==> src/rtl/alu_control_seq_pkg.sv <==
// Shared constants for the ALU control sequencer: opcode values, ALU-op codes
// and the sequencing FSM state encoding.
package alu_ctrl_pkg;

    localparam logic [3:0] OPC_J    = 4'b1011;
    localparam logic [3:0] OPC_LW   = 4'b1000;
    localparam logic [3:0] OPC_SW   = 4'b1001;
    localparam logic [3:0] OPC_BEQ  = 4'b1010;
    localparam logic [3:0] OPC_MUL  = 4'b1100;
    localparam logic [3:0] OPC_DIV  = 4'b1101;
    localparam logic [3:0] OPC_RSV0 = 4'b1110;
    localparam logic [3:0] OPC_RSV1 = 4'b1111;

    localparam logic [3:0] ALU_ADD  = 4'b0000;
    localparam logic [3:0] ALU_SUB  = 4'b0001;

    typedef enum logic {
        S_IDLE = 1'b0,
        S_WAIT = 1'b1
    } ctrl_state_t;

endpackage

==> src/rtl/alu_control_seq_if.sv <==
// Bundle between the control FSM / ALU (master) and the ALU control sequencer (slave).
interface alu_control_seq_if #(
    parameter int OPC_W   = 4,
    parameter int STATE_W = 4
) ();

    logic [1:0]         OpAlu;
    logic [OPC_W-1:0]   Opcode;
    logic [STATE_W-1:0] state;
    logic               op_valid;
    logic               flush;
    logic               alu_done;

    logic [OPC_W-1:0]   alu_op;
    logic               alu_start;
    logic               busy;
    logic               op_done;
    logic               illegal;
    logic               timeout_err;

    modport master (
        output OpAlu, Opcode, state, op_valid, flush, alu_done,
        input  alu_op, alu_start, busy, op_done, illegal, timeout_err
    );

    modport slave (
        input  OpAlu, Opcode, state, op_valid, flush, alu_done,
        output alu_op, alu_start, busy, op_done, illegal, timeout_err
    );

endinterface

==> src/rtl/alu_control_seq_decode.sv <==
// Combinational decode of (OpAlu, Opcode, control state) into an ALU op,
// flagging multi-cycle ops and reserved opcodes.
module alu_op_decode
    import alu_ctrl_pkg::*;
#(
    parameter int                 OPC_W      = 4,
    parameter int                 STATE_W    = 4,
    parameter logic [STATE_W-1:0] ST_BR_ADDR = 4'b0001,
    parameter logic [STATE_W-1:0] ST_BR_CMP  = 4'b1000
) (
    input  logic [1:0]         i_opalu,
    input  logic [OPC_W-1:0]   i_opcode,
    input  logic [STATE_W-1:0] i_state,
    output logic [OPC_W-1:0]   o_op,
    output logic               o_is_multi,
    output logic               o_is_illegal
);

    localparam logic [OPC_W-1:0] C_J    = OPC_W'(OPC_J);
    localparam logic [OPC_W-1:0] C_LW   = OPC_W'(OPC_LW);
    localparam logic [OPC_W-1:0] C_SW   = OPC_W'(OPC_SW);
    localparam logic [OPC_W-1:0] C_BEQ  = OPC_W'(OPC_BEQ);
    localparam logic [OPC_W-1:0] C_MUL  = OPC_W'(OPC_MUL);
    localparam logic [OPC_W-1:0] C_DIV  = OPC_W'(OPC_DIV);
    localparam logic [OPC_W-1:0] C_RSV0 = OPC_W'(OPC_RSV0);
    localparam logic [OPC_W-1:0] C_RSV1 = OPC_W'(OPC_RSV1);
    localparam logic [OPC_W-1:0] C_ADD  = OPC_W'(ALU_ADD);
    localparam logic [OPC_W-1:0] C_SUB  = OPC_W'(ALU_SUB);

    // First match wins; a BEQ outside its two branch states falls through to the generic rules.
    always_comb begin
        o_op         = i_opcode;
        o_is_multi   = 1'b0;
        o_is_illegal = 1'b0;
        if (i_opcode == C_J || i_opcode == C_LW || i_opcode == C_SW) begin
            o_op = C_ADD;
        end else if (i_opcode == C_BEQ && i_state == ST_BR_ADDR) begin
            o_op = C_ADD;
        end else if (i_opcode == C_BEQ && i_state == ST_BR_CMP) begin
            o_op = C_SUB;
        end else if (i_opalu == 2'b00) begin
            o_op = C_ADD;
        end else if (i_opcode == C_RSV0 || i_opcode == C_RSV1) begin
            o_op         = C_ADD;
            o_is_illegal = 1'b1;
        end else begin
            o_op       = i_opcode;
            o_is_multi = (i_opcode == C_MUL) || (i_opcode == C_DIV);
        end
    end

endmodule

==> src/rtl/alu_control_seq.sv <==
// Registered ALU control: decodes the ALU op and sequences MUL/DIV through a
// start/done handshake with a timeout watchdog.
module alu_control_seq
    import alu_ctrl_pkg::*;
#(
    parameter int                 OPC_W      = 4,
    parameter int                 STATE_W    = 4,
    parameter logic [STATE_W-1:0] ST_BR_ADDR = 4'b0001,
    parameter logic [STATE_W-1:0] ST_BR_CMP  = 4'b1000,
    parameter int                 TIMEOUT    = 32
) (
    input  logic              clock,
    input  logic              reset_n,
    alu_control_seq_if.slave  bus
);

    localparam int               CNT_W    = $clog2(TIMEOUT + 1);
    localparam logic [CNT_W-1:0] CNT_LAST = CNT_W'(TIMEOUT - 1);
    localparam logic [CNT_W-1:0] CNT_MAX  = CNT_W'(TIMEOUT);

    ctrl_state_t        r_state;
    logic [CNT_W-1:0]   r_cnt;
    logic [OPC_W-1:0]   r_alu_op;
    logic               r_alu_start;
    logic               r_busy;
    logic               r_op_done;
    logic               r_illegal;
    logic               r_timeout_err;

    logic [OPC_W-1:0]   w_op;
    logic               w_is_multi;
    logic               w_is_illegal;

    alu_op_decode #(
        .OPC_W      (OPC_W),
        .STATE_W    (STATE_W),
        .ST_BR_ADDR (ST_BR_ADDR),
        .ST_BR_CMP  (ST_BR_CMP)
    ) u_decode (
        .i_opalu      (bus.OpAlu),
        .i_opcode     (bus.Opcode),
        .i_state      (bus.state),
        .o_op         (w_op),
        .o_is_multi   (w_is_multi),
        .o_is_illegal (w_is_illegal)
    );

    // Pulse outputs default low each cycle; flush outranks done, done outranks the timeout.
    always_ff @(posedge clock or negedge reset_n) begin
        if (!reset_n) begin
            r_state       <= S_IDLE;
            r_cnt         <= '0;
            r_alu_op      <= '0;
            r_alu_start   <= 1'b0;
            r_busy        <= 1'b0;
            r_op_done     <= 1'b0;
            r_illegal     <= 1'b0;
            r_timeout_err <= 1'b0;
        end else begin
            r_alu_start <= 1'b0;
            r_op_done   <= 1'b0;
            r_illegal   <= 1'b0;
            unique case (r_state)
                S_IDLE: begin
                    if (bus.op_valid) begin
                        r_alu_op  <= w_op;
                        r_illegal <= w_is_illegal;
                        if (w_is_multi) begin
                            r_alu_start <= 1'b1;
                            r_busy      <= 1'b1;
                            r_cnt       <= '0;
                            r_state     <= S_WAIT;
                        end
                    end
                end
                S_WAIT: begin
                    if (r_cnt != CNT_MAX) begin
                        r_cnt <= r_cnt + CNT_W'(1);
                    end
                    if (bus.flush) begin
                        r_busy  <= 1'b0;
                        r_state <= S_IDLE;
                    end else if (bus.alu_done) begin
                        r_busy    <= 1'b0;
                        r_op_done <= 1'b1;
                        r_state   <= S_IDLE;
                    end else if (r_cnt == CNT_LAST) begin
                        r_timeout_err <= 1'b1;
                        r_busy        <= 1'b0;
                        r_state       <= S_IDLE;
                    end
                end
                default: r_state <= S_IDLE;
            endcase
        end
    end

    assign bus.alu_op      = r_alu_op;
    assign bus.alu_start   = r_alu_start;
    assign bus.busy        = r_busy;
    assign bus.op_done     = r_op_done;
    assign bus.illegal     = r_illegal;
    assign bus.timeout_err = r_timeout_err;

endmodule

==> src/flat_wrapper.sv <==
// flat-port wrapper written by rule: the top's interface ports become plain ports
module alu_control_seq_flat import alu_ctrl_pkg::*;
#(
    parameter int                 OPC_W      = 4,
    parameter int                 STATE_W    = 4,
    parameter logic [STATE_W-1:0] ST_BR_ADDR = 4'b0001,
    parameter logic [STATE_W-1:0] ST_BR_CMP  = 4'b1000,
    parameter int                 TIMEOUT    = 32
)
  (clock, reset_n, bus_OpAlu, bus_Opcode, bus_state, bus_op_valid, bus_flush, bus_alu_done, bus_alu_op, bus_alu_start, bus_busy, bus_op_done, bus_illegal, bus_timeout_err);
  alu_control_seq_if #(.OPC_W(OPC_W), .STATE_W(STATE_W)) bus_i ();
  input  logic clock;
  input  logic reset_n;
  input wire logic [$bits(bus_i.OpAlu)-1:0] bus_OpAlu;
  input wire logic [$bits(bus_i.Opcode)-1:0] bus_Opcode;
  input wire logic [$bits(bus_i.state)-1:0] bus_state;
  input wire logic [$bits(bus_i.op_valid)-1:0] bus_op_valid;
  input wire logic [$bits(bus_i.flush)-1:0] bus_flush;
  input wire logic [$bits(bus_i.alu_done)-1:0] bus_alu_done;
  output wire logic [$bits(bus_i.alu_op)-1:0] bus_alu_op;
  output wire logic [$bits(bus_i.alu_start)-1:0] bus_alu_start;
  output wire logic [$bits(bus_i.busy)-1:0] bus_busy;
  output wire logic [$bits(bus_i.op_done)-1:0] bus_op_done;
  output wire logic [$bits(bus_i.illegal)-1:0] bus_illegal;
  output wire logic [$bits(bus_i.timeout_err)-1:0] bus_timeout_err;
  assign bus_i.OpAlu = bus_OpAlu;
  assign bus_i.Opcode = bus_Opcode;
  assign bus_i.state = bus_state;
  assign bus_i.op_valid = bus_op_valid;
  assign bus_i.flush = bus_flush;
  assign bus_i.alu_done = bus_alu_done;
  assign bus_alu_op = bus_i.alu_op;
  assign bus_alu_start = bus_i.alu_start;
  assign bus_busy = bus_i.busy;
  assign bus_op_done = bus_i.op_done;
  assign bus_illegal = bus_i.illegal;
  assign bus_timeout_err = bus_i.timeout_err;
  alu_control_seq #(.OPC_W(OPC_W), .STATE_W(STATE_W), .ST_BR_ADDR(ST_BR_ADDR), .ST_BR_CMP(ST_BR_CMP), .TIMEOUT(TIMEOUT)) u_core (.clock(clock), .reset_n(reset_n), .bus(bus_i));
endmodule
==> config.mk <==
export PLATFORM = sky130hd
export DESIGN_NAME = alu_control_seq_flat
export DESIGN_NICKNAME = d
export VERILOG_FILES = /design/src/rtl/alu_control_seq_pkg.sv /design/src/rtl/alu_control_seq_if.sv /design/src/rtl/alu_control_seq_decode.sv /design/src/rtl/alu_control_seq.sv /design/src/flat_wrapper.sv
export SDC_FILE = /design/constraint.sdc
export NUM_CORES = 1
export LEC_CHECK = 0
export CAP_MARGIN = 20
export CORE_ASPECT_RATIO = 0.75
export CORE_MARGIN = 1.5
export CORE_UTILIZATION = 48
export CTS_BUF_LIST = sky130_fd_sc_hd__clkbuf_8
export DETAILED_ROUTE_END_ITERATION = 8
export HOLD_SLACK_MARGIN = 0.15
export PLACE_DENSITY_LB_ADDON = 0.15
export SYNTH_ARGS = -nofsm -noshare
export SYNTH_HDL_FRONTEND = slang
export SYNTH_SLANG_ARGS = --single-unit
==> constraint.sdc <==
create_clock -name clock -period 2.1 [get_ports clock]
set_clock_uncertainty 0.1 [all_clocks]
set_input_delay 0.315 -clock clock [delete_from_list [all_inputs] [get_ports clock]]
set_output_delay 0.315 -clock clock [all_outputs]
set_load 0.05 [all_outputs]
---- Word level (Yosys, flattened, before mapping) ----
Index checks and enable logic that the tools add are counted.
storage, ports and cells
  input port bits ......................... 15
  word-level logic and storage cells ...... 76
  output and inout bits ................... 9
  register bits ........................... 16
cells by class
  mux-type cells .......................... 37
  bitwise gates (word level) .............. 3
  add/sub/neg operators ................... 1
  reductions and logical operators ........ 11
  eq/ne operators ......................... 16
operators by type and width
  cell                 count
  $eq 4x4->1 const B   9
  $mux 1               26
  $mux 4               5
  $mux 6               3
  $pmux 6 s2           1
  $add 6x1->6 const B  1
  $eq 6x5->1 const B   1
  $ne 2x2->1 const B   3
  $ne 6x6->1 const B   1
  $reduce_and 3->1     2
  $eq 4x1->1 const B   1
  $logic_or 1x1->1     4
  $ne 4x4->1 const B   1
  $pmux 1 s2           2
  $reduce_and 4->1     1
  $not 1->1            3
  $logic_and 1x1->1    2
  $logic_not 2->1      1
  $reduce_and 2->1     1

---- Longest topological paths before layout ----
Gate-level depths: netlist of run 1.
  depth in word-level cells ............... 10
  mapped depth ............................ 6

---- By module ----
A second synthesis of run 1 with hierarchy kept.
second synthesis, totals
  cells, all modules ...................... 83
  area, all modules ....................... 868.3 µm²
modules (own cells, without submodules)
  module           cells each  instances  area an instance (µm²)  seq. area each (µm²)
  alu_control_seq  64          1          740.7                   400.4
  alu_op_decode    19          1          127.6                   0.0

---- Worst setup path after synthesis of run 1 ----
Ideal clock, no wire load.
  path type ............................... flip-flop to flip-flop
  start point ............................. register u_core.r_state
  end point ............................... register u_core.r_cnt[1]
  buffers on the path ..................... 1
  data arrival time ....................... 1.293 ns
  period minus slack after synthesis ...... 1.532 ns
  cell stages (with the launch flop) ...... 6
  setup slack ............................. 0.568 ns
  path through ............................ dfrtp_1 nand2b_4 buf_6 nor4_4 nand2b_1 o22ai_1
on the way
  word-level cells in the longest chain between the ends .. 3
  elaborated cells on any way between the ends .. 6
  those cells by class .................... 3 x eq/ne; 1 x mux; 1 x bitwise; 1 x reduce/logical
RTL lines
  element                     line                   RTL
  start: declaration          alu_control_seq.sv:21  ctrl_state_t r_state;
  start signal: assignment    alu_control_seq.sv:51  r_state <= S_IDLE;
  start signal: assignment    alu_control_seq.sv:72  r_state <= S_WAIT;
  start signal: assignment    alu_control_seq.sv:82  r_state <= S_IDLE;
  $not 1->1 (no line)         -
  $ne 2x2->1 (no line)        -
  $reduce_and 3->1 (no line)  -
  end signal: assignment      alu_control_seq.sv:78  r_cnt <= r_cnt + CNT_W'(1);
  end: declaration            alu_control_seq.sv:22  logic [CNT_W-1:0] r_cnt;
Parallel ways exist; a longest one is shown, timed or not.
A chain may end at the register's enable or synchronous reset.

---- Worst setup path in the final report of run 1 ----
  start point ............................. register u_core.r_alu_op[3] (netlist: u_core.bus.alu_op[3])
  end point ............................... output bus_alu_op[3]
RTL lines
  element                   line                   RTL
  start: declaration        alu_control_seq.sv:23  logic [OPC_W-1:0] r_alu_op;
  start signal: assignment  alu_control_seq.sv:66  r_alu_op <= w_op;
  end: declaration          flat_wrapper.sv:20     output wire logic [$bits(bus_i.alu_op)-1:0] bus_alu_op;
No word-level cell between the ends.

==> flow_results.org, run 1 <==
** Outcome
- Outcome :: finished, final reports clean

** GRT
- Largest net degree at the start of global routing :: 17
- The first global-routing pass estimated 2850 um of wire.
- Vias in the first global route :: 612
- Across every metal layer, demand over resource in global routing totals 20.8%.
- After global routing the overflow that remains totals 0.
- The number of antenna violations at the first check in global routing is 0.

** Synthesis
- Most common cell in the synthesized netlist :: dfrtp_1
- Counting flops with a built-in enable in the synthesized netlist gives 0.
- For this run, the leading register cell type out of synthesis is dfrtp_1.
- Share of the synthesized area in the top cell type :: 47.6%
- Yosys printed 0 warnings.
- Flop and latch count out of synthesis :: 16
- Top post-synthesis cells by count :: dfrtp_1, nor2_1, nand2_1
- Biggest area consumer among synthesized cells :: dfrtp_1
- Portion of the post-synthesis area used by sequential elements :: 47.6%
- After synthesis, the share of flip-flops with an asynchronous set or reset is 100%.
- In this run the cell area of the synthesized design comes to 841 sq um.
- Total nets after synthesis :: 99
- Counting every instance in the synthesized netlist gives 82.
- Averaged over all synthesized cells, the footprint is 10.3 sq um.
- Synth unique cells :: 36
- Sorting the synthesized cells by area gives the leading types as dfrtp_1, a32o_1, nor2_1, nand2_1, ha_1.

** Timing
- Setup violations remaining at the end of the flow were counted as 0.
- Transition time of the tightest slew-check pin :: 0.572 ns
- Share of the cycle needed by the critical path after routing :: 87.9%
- Counting I/O delays and the setup requirement, the final critical path takes 1.85 ns.
- Setup repair after global routing left no endpoint under its margin.
- Setup_tns :: 0 ns
- On the final layout, the worst hold slack is 0.281 ns.
- Final Max Tran Viols :: 0
- Headroom to the max-slew limit came out at 61.4%.
- Derived from the worst setup path, the maximum achievable clock frequency is 542 MHz.
- The number of endpoints with negative hold slack in the final report was 0.

** Clock tree
- Clock latency on the worst-skew pair :: 0.25 ns
- Post-CTS Setup Inserts :: 0
- Hold buffers post-CTS :: 0
- Post-cts gate resize count :: 0
- TritonCTS clock tree :: done
- CTS placed an instance of clkbuf_8 at the clock tree root.
- CTS built an H-tree with a depth of 1.
- The clock passes through at most 2 buffers.
- TritonCTS buffer count :: 3
- Clock-pin slew of the registers on the worst-case setup and hold paths :: 0.06 ns
- Clock sink count :: 16

** Layout
- The finished layout holds 132 standard cells, fillers aside.
- At the end of the flow, the number of nets in the layout was 129.
- The number of antenna diodes in the final layout is 0.
- Counting the fill cells in the layout gives 116.
- Multi-input combinational cell area :: 414 sq um
- The finished cells cover 1160 sq um.
- Of the cells placed in the final design, the portion with a size suffix greater than 1 is 10.8%.
- Flip-flop and latch area :: 400 sq um
- Area Overhead vs Synth :: 38.4%

** Setup path
- Category of cells accounting for the largest share of critical-path delay :: buffers and inverters
- At the worst endpoint, the arrival time is 1.43 ns.
- Highest fanout seen on the critical path :: 2
- The worst register-to-register path begins at u_core.r_cnt[1]$_DFFE_PN0P_.
- On the worst path, the slowest cell contributes a delay of 0.81 ns.
- Crit. Startpoint :: u_core.bus.alu_op[3]$_DFFE_PN0P_
- Data on the critical path is required at its endpoint by 1.68 ns.
- Walking the worst path, the cells encountered are clkdlybuf4s50_1.
- Together, buffers and inverters on the worst path number 1.
- Endpoint class of the critical path :: output port
- Worst path slowest cell :: clkdlybuf4s50_1
- Classification of the worst setup path :: flop to output port
- Critical path launch point type :: flop

** Routing
- Summed over all layers, the routed wires come to 1820 um.
- Vias after detailed routing :: 720
- In the routed design, unresolved DRC markers number 0.
- Met2 WL post-DR :: 747 um
- Signal routing reaches up to met3.
- In the routed layout, each cell is associated on average with a via count of 5.45.
- In the final routed layout, each cell accounts on average for 13.8 um.
- The detailed router put a total of 886 um of wire on met1.
- Before antenna repair, the detailed router went through 4 iterations.
- After the first detailed-routing iteration, the DRC count stood at 22.
- Detailed-routed wire length on met3 :: 188 um
- The count of nets left with antenna violations once routing finished came out at 0.

** Worst hold path
- The min-delay analysis places its worst path in the category input port to async pin.

** Die
- The die is 39.2 um tall.
- The die is 51.3 um wide.
- Starting density of the core :: 53.8%
- Full die area :: 2010 sq um
- Number of top-level design ports :: 24
- Placement Rows :: 12
- The floorplan step defined a core boundary enclosing 1560 sq um.

** Power and ir drop
- Across the VDD grid, the largest voltage drop is 594 uV.
- Summed over all cells, the static leakage comes to 0.502 nW.
- Power comes to 0.934 mW.
- Power spread over the standard cell area amounts to 802 nW/um^2.

** Place
- Once detailed placement completed, the half-perimeter wirelength came to 1390 um.
- Port bufs :: 23
- Routability Congestion :: 0.739
- Including well taps, the total number of placed cells is 128.
- Cell area reported after detailed placement :: 1110 sq um

** Flow run
- Across the run, the number of max-cap violations was 0.
==> layer usage <==
metal / up-vias / GRT usage [%]
met5: - / 0
met4: 0 / 3.95
met3: 0 / 8.91
met2: 33 / 28.2
met1: 332 / 30.5
li1: 355 / -
==> path summary, 6_finish.rpt <==
path,endpoint,slack [ns],depth (start not counted)
hold / removal,u_core.r_cnt[1]$_DFFE_PN0P_,0.28,2
hold reg to reg,u_core.bus.timeout_err$_DFFE_PN0P_,0.36,1
min in group clock,u_core.bus.timeout_err$_DFFE_PN0P_,0.36,1
setup reg to reg,u_core.r_cnt[0]$_DFFE_PN0P_,0.45,6
setup / recovery,bus_alu_op[3],0.25,1
max in group asynchronous,u_core.bus.alu_op[0]$_DFFE_PN0P_,1.44,2
==> registers in the layout, indices dropped and copies added, names as in the netlist <==
name	flops
u_core.r_cnt	6
u_core.bus.alu_op	4
u_core.bus.alu_start	1
u_core.bus.busy	1
u_core.bus.illegal	1
u_core.bus.op_done	1
u_core.bus.timeout_err	1
u_core.r_state	1
==> stage by stage <==
stage	setup slack, ns	util (%)
after floorplan	0.568	-
after global placement	0.233	71.0
after detailed placement	0.191	71.0
after CTS	0.247	74.5
after global routing	0.217	74.5
final	0.254	74.5
==> cell type report <==
| type | instances | share of cell area (%) |
|---|---|---|
| clock buffers | 4 | 4.73 |
| inverters | 4 | 1.29 |
| multi-input cells | 61 | 35.6 |
| flip-flops and latches | 16 | 34.4 |
| well taps | 21 | 2.26 |
| repair buffers | 26 | 21.7 |
==> kinds of logic (layout without fill, tap and decap cells) <==
| group | after synthesis | after routing | share of synthesized area (%) |
|---|---|---|---|
| AOI/OAI and AO/OA | 19 | 19 | 17.0 |
| muxes | 1 | 1 | 1.19 |
| adders and majority gates | 2 | 2 | 2.98 |
| buffers and inverters | 5 | 34 | 3.12 |
| and+or+nand+nor | 37 | 37 | 26.0 |
| xor gates and xnor gates | 2 | 2 | 2.08 |
| DFF | 16 | 16 | 47.6 |
==> placed cells by master, fill, tap and decap left out, types with 2 or more instances in the layout <==
cell type,n
a32o_1,3
buf_4,3
clkbuf_8,4
clkdlybuf4s50_1,23
dfrtp_1,16
ha_1,2
inv_1,4
nand2_1,7
nand2b_1,3
nand3b_1,2
nand4_1,2
nor2_1,8
nor2b_1,2
nor3_1,3
o21ai_0,3
o31ai_1,2
or3_1,2
xor2_1,2
==> power by group <==
part           internal, mW  leakage [nW]  switching, mW
combinational         0.108         0.263          0.137
clock                 0.166        0.0288          0.103
sequential            0.362         0.211         0.0568
No activity file was read; power rests on OpenSTA's default activity.
==> run 2, diff against run 1 <==
GPL_ROUTABILITY_DRIVEN = 0   (was default)
==> results of run 2 <==
Same layout as run 1: the final DEF is identical, and so are final timing and power.
